===== src/rtl/johnson_counter.sv =====
// Parameterised Johnson (twisted-ring) counter with binary phase, one-hot decode,
// terminal strobe and illegal-code detection; illegal codes self-correct to zero.
module johnson_counter #(
    parameter int WIDTH = 4,
    localparam int PW = $clog2(2 * WIDTH)
) (
    input  logic                 clk,
    input  logic                 reset,
    output logic [WIDTH-1:0]     count,
    output logic [PW-1:0]        phase,
    output logic [2*WIDTH-1:0]   decode,
    output logic                 terminal,
    output logic                 illegal
);

    localparam int PERIOD = 2 * WIDTH;

    logic [WIDTH-1:0] count_q;
    logic [WIDTH-1:0] count_d;
    logic [WIDTH-1:0] inv_count;
    logic             low_ones_form;
    logic             high_ones_form;
    int               ones;
    int               phase_full;

    // x & (x+1) == 0 exactly when x is a run of ones anchored at the LSB (or zero);
    // the complement test covers the run-of-ones-at-MSB half of the sequence.
    always_comb begin
        inv_count      = ~count_q;
        low_ones_form  = ((count_q & (count_q + WIDTH'(1))) == '0);
        high_ones_form = ((inv_count & (inv_count + WIDTH'(1))) == '0);
        illegal        = !(low_ones_form || high_ones_form);
    end

    always_comb begin
        ones = 0;
        for (int i = 0; i < WIDTH; i++) begin
            if (count_q[i]) begin
                ones = ones + 1;
            end
        end
    end

    always_comb begin
        phase_full = 0;
        decode     = '0;
        if (!illegal) begin
            if (!count_q[WIDTH-1] || (count_q == '1)) begin
                phase_full = ones;
            end else begin
                phase_full = PERIOD - ones;
            end
        end
        phase = PW'(phase_full);
        if (!illegal) begin
            decode[phase] = 1'b1;
        end
        terminal = (count_q == {1'b1, {(WIDTH-1){1'b0}}});
    end

    always_comb begin
        count_d = {count_q[WIDTH-2:0], ~count_q[WIDTH-1]};
        if (illegal) begin
            count_d = '0;
        end
    end

    always_ff @(posedge clk) begin
        if (reset) begin
            count_q <= '0;
        end else begin
            count_q <= count_d;
        end
    end

    assign count = count_q;

endmodule


===== config.mk =====
export PLATFORM = sky130hd
export DESIGN_NAME = johnson_counter
export DESIGN_NICKNAME = d
export VERILOG_FILES = /design/src/rtl/johnson_counter.sv
export SDC_FILE = /design/constraint.sdc
export NUM_CORES = 1
export LEC_CHECK = 0
export CAP_MARGIN = 10
export CORE_AREA = 2 2 39 41
export DETAILED_ROUTE_END_ITERATION = 16
export DIE_AREA = 0 0 41 43
export PLACE_DENSITY = 0.73
export SLEW_MARGIN = 20
export SYNTH_ARGS = -nofsm -noshare
export SYNTH_HDL_FRONTEND = slang
export SYNTH_SLANG_ARGS = --single-unit

===== constraint.sdc =====
create_clock -name clk -period 7.8 [get_ports clk]
set_clock_uncertainty 0.05 [all_clocks]
set_input_delay 1.17 -clock clk [delete_from_list [all_inputs] [get_ports clk]]
set_output_delay 1.17 -clock clk [all_outputs]
set_load 0.005 [all_outputs]

==> Word-level counts from Yosys, hierarchy flattened <==
Index checks and enable logic that the tools add are counted.
{ "op_classes": {"n_addsub": 6, "reduce_logical": 8, "div": 0, "bitwise_logic": 5, "n_mul": 0, "n_eq_ne": 2, "shift": 0, "muxes": 9, "magnitude_cmp": 2} }
{ "op_table": {"columns": ["cell", "n"], "rows": [
  ["$mux 3", 5],
  ["$add 4x1->4 const B", 2],
  ["$and 4x4->4", 2],
  ["$eq 4x4->1 const B", 2],
  ["$logic_not 4->1", 2],
  ["$mux 8", 1],
  ["$add 3x2->3 const B", 2],
  ["$lt 3x4->1 const B", 1],
  ["$not 4->4", 1],
  ["$demux 1 s3", 1],
  ["$ge 3x1->1 const B", 1],
  ["$sub 1x3->3 const A", 1],
  ["$add 1x1->2 const B", 1],
  ["$logic_not 1->1", 2],
  ["$logic_or 1x1->1", 2],
  ["$mux 1", 2],
  ["$not 1->1", 2],
  ["$reduce_or 2->1", 1],
  ["$logic_and 1x1->1", 1]
]} }
{ "word_totals": {"elab_cells": 33, "ramBits": 0, "memories": 0, "latch_bits": 0, "reg_bits": 4, "romBits": 0} }

==> Longest topological paths before layout <==
Gate-level depths: netlist of the first run.
{ "logic_depth": {"ltp_word": 15, "ltp_mapped": 12, "ltp_nobuf": 12} }

==> Worst setup path before layout of the first run <==
No wires, ideal clock.
{ "synth_timing": {"kind": "register to output", "start": "reg count_q[0], in the netlist count[0]", "end": "out decode[4]", "slack_ns": 4.251, "path_stages_with_launch": 11, "path_buffers": 0, "t_arrival_ns": 2.329, "path_cell_list": "dfxtp_1 > inv_1 > ha_1 > xor2_2 > ha_1 > a21oi_1 > ha_1 > xnor2_1 > nand2_1 > mux2_2 > nor3_1"} }
{ "synth_via": {"elab_chain_cells": 15, "word_cells_on_any_way": 26, "classes_between": "add/sub (6); order compare (2); eq/ne (1); mux (9); bitwise (3); reduce/logical (5)"} }
{ "synth_lines": {"columns": ["element", "line", "rtl"], "rows": [
  ["start: declaration", "18", "logic [WIDTH-1:0] count_q;"],
  ["start signal: assignment", "72", "count_q <= count_d;"],
  ["$mux 1", "38", "if (count_q[i]) begin"],
  ["$add 1x1->2", "39", "ones = ones + 1;"],
  ["$mux 3", "38", null],
  ["$add 3x2->3", "39", null],
  ["$mux 3", "38", null],
  ["$add 3x2->3", "39", null],
  ["$mux 3", "38", null],
  ["$sub 1x3->3", "51", "phase_full = PERIOD - ones;"],
  ["$mux 3", "48", "if (!count_q[WIDTH-1] || (count_q == '1)) begin"],
  ["$mux 3", "47", "if (!illegal) begin"],
  ["$lt 3x4->1 (implied by the code) or $ge 3x1->1 (tied branches)", "56", "decode[phase] = 1'b1;"],
  ["$logic_and 1x1->1 (implied by the code)", "56", null],
  ["$mux 1 (implied by the code)", "56", null],
  ["$demux 1 s3", "56", null],
  ["$mux 8 (*)", "55", "if (!illegal) begin"],
  ["end: declaration", "11", "output logic [2*WIDTH-1:0] decode,"]
]} }
Every way passes the cells marked *; elsewhere a longest branch is shown, timed or not.

==> Worst setup path after layout of the first run <==
{ "layout_timing": {"start": "reg count_q[0], in the netlist count[0]", "end": "out decode[6]"} }
The elaborated chain is that of the path after synthesis.

==> results.yml, run 1 <==
detailed_routing:
  num_vias: 444
  drc: 0
  postRouteAntennaNets: 0
  drt_wl_total_um: 1020
  firstDrtPassIters: 2
  routed_via_density: 4.77
  drt_iter0_drc: 3
  routedWlPerCell_um: 10.9
sta:
  clock.fmax_ghz: 0.223
  slew_headroom_pct: 64.9
  fin_setup_tns_ns: 0
  final-max-slew-violation-count: 0
  hold_viol: 0
  setup_violations: 0
  grt_setup_unrepaired: "false"
  worst_slew_pin_slew_ns: 0.525
  layout_worst_path_cycle_share_pct: 57.4
  finalCriticalPeriod_ns: 4.48
power:
  p_leak_nw: 0.265
  peakVddDrop_uv: 121
  powerDensity_nw_per_um2: 197
yosys:
  synth_area_um2: 465
  ys_ff_latch: 4
  syn_avg_cell_area_um2: 8.02
  synth_top_cell_by_area: "dfxtp_1"
  ys_seq_area_share_pct: 17.2
  ys_warn_count: 0
  syn_inst: 58
  syn_nets: 66
  yosys-top-cells-area: "dfxtp_1, ha_1, nor3_1"
  synth_top_area_share_pct: 17.2
  netlist-cell-type-count: 20
critical_path:
  path_class: "register to primary output"
  slowest_stage: "clkdlybuf4s50_1"
  cp.buffers_inverters: 2
  start_kind: "register"
  crit_fanout: 6
  path_cells: "inv_1, ha_1, xor2_2, ha_1, a21oi_1, ha_1, xnor2_1, nand2_1, mux2_2, nor3_1, clkdlybuf4s50_1"
  endpoint_kind: "primary output"
  arrival_ns: 3.26
  critPathMaxStageDelay_ns: 0.53
  path_delay_family: "adder cells"
  cp.required_ns: 6.58
  crit_top_cell: "ha_1"
global_route:
  grt_pass1_wl_um: 1740
  grt_usage_pct: 14.6
  grt.overflow.total: 0
  grt_start_max_net_pins: 14
  grt_pass1_vias: 446
  antenna_found_initial: 0
clock_network:
  cts_inserted_buffers: 3
  post_cts_buffers: 0
  cts_tree: "done"
  clock_path_buffers: 2
  cts-resized-gates: 0
  cts_root_buffer: "clkbuf_4"
  clkSinkCount: 4
  h-tree-depth: 1
  holdBufCountCts: 0
  clock_latency_ns: 0.23
  cts.reportedPaths.clkPinSlew_ns: 0.04
die:
  initial_utilization_pct: 33.6
  pin_count: 19
  dieArea_um2: 1760
  die_h_um: 43
  fp.dieW_um: 41
  core_um2: 1380
  row_count: 14
layout:
  drive_gt1_share_pct: 11.7
  insertedDiodeCount: 0
  nets: 87
  postLayoutCellArea_um2: 669
  largest_register_ff_count: 4
  final_util_pct: 48.4
  area_growth_pct: 43.8
min_path:
  hp-class: "register to register"
placement:
  gp_congestion: 0.741
  place_area_um2: 647
  port_buffers: 18
  dp_hpwl_um: 831
job:
  maxCapViolCount: 0
run_status:
  outcome: "complete, no violations"
## stage by stage
| step | worst slack, ns | instances | total power, mW | hold slack [ns] |
|---|---|---|---|---|
| 6_report | 3.32 | 93 | 0.132 | 0.527 |
| 5_1_grt | 3.09 | 93 | 0.144 | 0.564 |
| 4_1_cts | 3.28 | 93 | 0.135 | 0.529 |
| 3_5_place_dp | 3.54 | 90 | 0.108 | 0.523 |
| 3_3_place_gp | 3.64 | 90 | 0.106 | 0.508 |
| 2_1_floorplan | 4.25 | 58 | 0.0752 | 0.484 |
## cell families (layout without fill, tap and decap cells)
kind of cell             after synthesis  in the layout  synth area share, %
AO/OA/AOI/OAI                          7              7                 14.8
XOR/XNOR                               4              4                 9.14
adder cells (fa/ha/maj)                6              6                 16.1
buffers and inverters                  8             27                 8.87
flip-flops                             4              4                 17.2
multiplexers                           4              4                 9.14
AND/OR/NAND/NOR                       25             25                 24.7
## power breakdown
group / total (mW) / internal, mW / leakage (nW) / switching (mW)
Combinational: 0.0800 / 0.0433 / 0.218 / 0.0367
Sequential: 0.0272 / 0.0227 / 0.0329 / 0.00452
Clock: 0.0249 / 0.0172 / 0.0138 / 0.00778
## final cells by class
cell class	count	area [µm²]
clock buffers	3	22.5
fillers	146	714
multi-input cells	46	344
flip-flops and latches	4	80.1
well taps	16	20.0
inverters	6	22.5
repair buffers	18	180
## worst register-to-register path, stage by stage, from the launching register on
cell	delay (ns)
dfxtp_1	0.41
inv_1	0.11
ha_1	0.22
o221a_2	0.30
nor2_1	0.35
nor3b_1	0.09
## Yosys cell counts
library cell / n
mux2_2: 2
o21bai_2: 1
nor3b_1: 1
mux2i_1: 2
ha_1: 6
nor3_1: 12
xor2_2: 1
a21oi_1: 1
xnor2_1: 2
inv_1: 6
buf_4: 1
o221a_2: 1
xor2_1: 1
dfxtp_1: 4
nand2_1: 5
nor2_1: 5
buf_6: 1
o21ai_0: 3
a221oi_4: 1
nand3_1: 2
## cells in the final DEF (no fill, tap or decap)
cell	n
o21bai_2	1
nor3_1	12
dfxtp_1	4
a221oi_4	1
ha_1	6
a21oi_1	1
nor3b_1	1
clkdlybuf4s50_1	18
inv_1	6
o21ai_0	3
xor2_1	1
clkbuf_4	3
o221a_2	1
nor2_1	5
xnor2_1	2
xor2_2	1
mux2_2	2
mux2i_1	2
nand2_1	5
nand3_1	2
## final timing paths
check | startpoint | endpoint | slack (ns) | cells past startpoint
max | count[0]$_SDFF_PP0_ | decode[6] | 3.32 | 11
min | count[0]$_SDFF_PP0_ | count[1]$_SDFF_PP0_ | 0.53 | 2
max reg2reg | count[1]$_SDFF_PP0_ | count[3]$_SDFF_PP0_ | 6.13 | 5
min reg2reg | count[0]$_SDFF_PP0_ | count[1]$_SDFF_PP0_ | 0.53 | 2
## per-layer routing
layer	share of wire, %	track usage, %
met1	40	16.3
met4	0	8.00
met3	1.9	3.14
met5	0	0
met2	58	24.1
(Power assumes the default switching activity.)
==> run 2, diff against run 1 <==
--- a/config.mk
+++ b/config.mk
@@ -9,7 +9,7 @@
 export CORE_AREA = 2 2 39 41
 export DETAILED_ROUTE_END_ITERATION = 16
 export DIE_AREA = 0 0 41 43
-export PLACE_DENSITY = 0.73
+export PLACE_DENSITY = 0.76
 export SLEW_MARGIN = 20
 export SYNTH_ARGS = -nofsm -noshare
 export SYNTH_HDL_FRONTEND = slang
==> constraint.sdc (replaced) <==
create_clock -name clk -period 4 [get_ports clk]
set_clock_uncertainty 0.05 [all_clocks]
set_input_delay 0.6 -clock clk [delete_from_list [all_inputs] [get_ports clk]]
set_output_delay 0.6 -clock clk [all_outputs]
set_load 0.005 [all_outputs]
==> results.yml, run 2 (synthesis results as in run 1) <==
placement:
  port_buffers: 18
  dpl_worst_slack_ns: 0.351
  dp_hpwl_um: 812
  dp_cells: 90
  gp_congestion: 0.744
critical_path:
  path_delay_family: "adder cells"
  path_depth: 11
  path_cells: "inv_1, ha_4, xor2_2, ha_1, a21oi_1, ha_1, xnor2_1, nand2_1, mux2_2, nor3_1, clkdlybuf4s50_1"
  endpoint_kind: "primary output"
  slowest_stage: "clkdlybuf4s50_1"
  cp.required_ns: 3.35
  crit_fanout: 6
  cp.buffers_inverters: 2
  arrival_ns: 3.09
  critPathMaxStageDelay_ns: 0.52
  path_class: "register to primary output"
  crit_top_cell: "ha_1"
  r2r_cells: 4
  start_kind: "register"
power:
  p_leak_nw: 0.266
  sw_frac_of_total_pct: 37.7
  fin_total_pwr_uw: 269
  intPower_uw: 167
  p_seq_share_pct: 20.1
  p_sw_uw: 101
  powerDensity_nw_per_um2: 390
  combPwrFrac_pct: 60.9
  clock_power_share_pct: 19.0
  peakVddDrop_uv: 183
die:
  fp.dieW_um: 41
  core_um2: 1380
  pin_count: 19
  dieArea_um2: 1760
  initial_utilization_pct: 33.6
  die_h_um: 43
  row_count: 14
clock_network:
  cts-resized-gates: 0
  clock_latency_ns: 0.24
  clock_path_buffers: 2
  cts_inserted_buffers: 3
  cts_root_buffer: "clkbuf_4"
  h-tree-depth: 1
  cts.reportedPaths.clkPinSlew_ns: 0.04
  holdBufCountCts: 0
  clkSinkCount: 4
  cts_tree: "done"
  post_cts_buffers: 0
sta:
  hold_viol: 0
  clock.fmax_ghz: 0.268
  slew_headroom_pct: 64.8
  final-max-slew-violation-count: 0
  worst_slew_pin_slew_ns: 0.528
  finalWorstSetupSlack_ns: 0.264
  setup_violations: 0
  finalCriticalPeriod_ns: 3.74
  layout_worst_path_cycle_share_pct: 93.4
global_route:
  grt_start_max_net_pins: 14
  antenna_found_initial: 0
  grt.overflow.total: 0
  grt_usage_pct: 13.7
  grt_pass1_vias: 431
  grt_pass1_wl_um: 1690
detailed_routing:
  drc: 0
  drt_iter0_drc: 5
  firstDrtPassIters: 3
  drt_wl_total_um: 1060
  postRouteAntennaNets: 0
  routedWlPerCell_um: 11.4
  num_vias: 456
  routed_via_density: 4.90
layout:
  area_growth_pct: 48.1
  nets: 87
  final_common_cell: "clkdlybuf4s50_1"
  insertedDiodeCount: 0
  stdcell_count: 93
  drive_gt1_share_pct: 16.9
  largest_register_ff_count: 4
  layout_common_cells: "clkdlybuf4s50_1, nor3_1, inv_1"
min_path:
  hp-class: "register to register"
  min_path_cells: 2
run_status:
  outcome: "complete, no violations"
job:
  maxCapViolCount: 0
[run 2: cell counts in the layout (fill, tap and decap cells not counted)]
No cell type changed its count.
[run 2: power groups by stage]
stage          Clock (mW)  Combinational (mW)  Sequential [mW]
2_1_floorplan           0              0.0968           0.0499
3_3_place_gp            0               0.152           0.0536
3_5_place_dp            0               0.157           0.0537
4_1_cts            0.0526               0.158           0.0532
5_1_grt            0.0579               0.181           0.0552
6_report           0.0510               0.164           0.0540
[run 2: path summary, 6_finish.rpt]
check / start / end / slack, ns
worst max-delay path: count[0]$_SDFF_PP0_ / decode[6] / 0.26
worst min-delay path: count[1]$_SDFF_PP0_ / count[2]$_SDFF_PP0_ / 0.55
worst max register to register: count[2]$_SDFF_PP0_ / count[3]$_SDFF_PP0_ / 2.42
worst min register to register: count[1]$_SDFF_PP0_ / count[2]$_SDFF_PP0_ / 0.55
[run 2: area by class of cell]
type	count	area [µm²]
multi-input cells	46	362
well taps	16	20.0
inverters	6	22.5
repair buffers	18	180
clock buffers	3	22.5
fillers	136	694
flip-flops and latches	4	82.6
[run 2: routing by layer]
| layer | vias to the layer above | global-route usage [%] | share of wire, % |
|---|---|---|---|
| met4 | 0 | 8.00 | 1.8 |
| met3 | 2 | 1.57 | 3.2 |
| met1 | 205 | 18.9 | 44 |
| li1 | 239 | - | - |
| met2 | 10 | 19.7 | 51 |
| met5 | - | 0 | 0 |
[run 2: worst register-to-register path, delay by kind of cell, from the launching register on]
family | cells | cell delay [ns]
DFF | 1 | 0.58
and+or+nand+nor | 3 | 0.57
AOI/OAI and AO/OA | 1 | 0.31
[run 2: per-stage QoR]
step | instance area (µm²) | hold WS [ns] | TNS (ns) | utilization (%)
floorplan | 465 | 0.484 | 0 | -
global placement | 647 | 0.511 | 0 | 46.7
detailed placement | 647 | 0.517 | 0 | 46.7
CTS | 669 | 0.520 | 0 | 48.4
global route | 689 | 0.578 | -0.00285 | 49.8
finish | 689 | 0.545 | 0 | 49.8
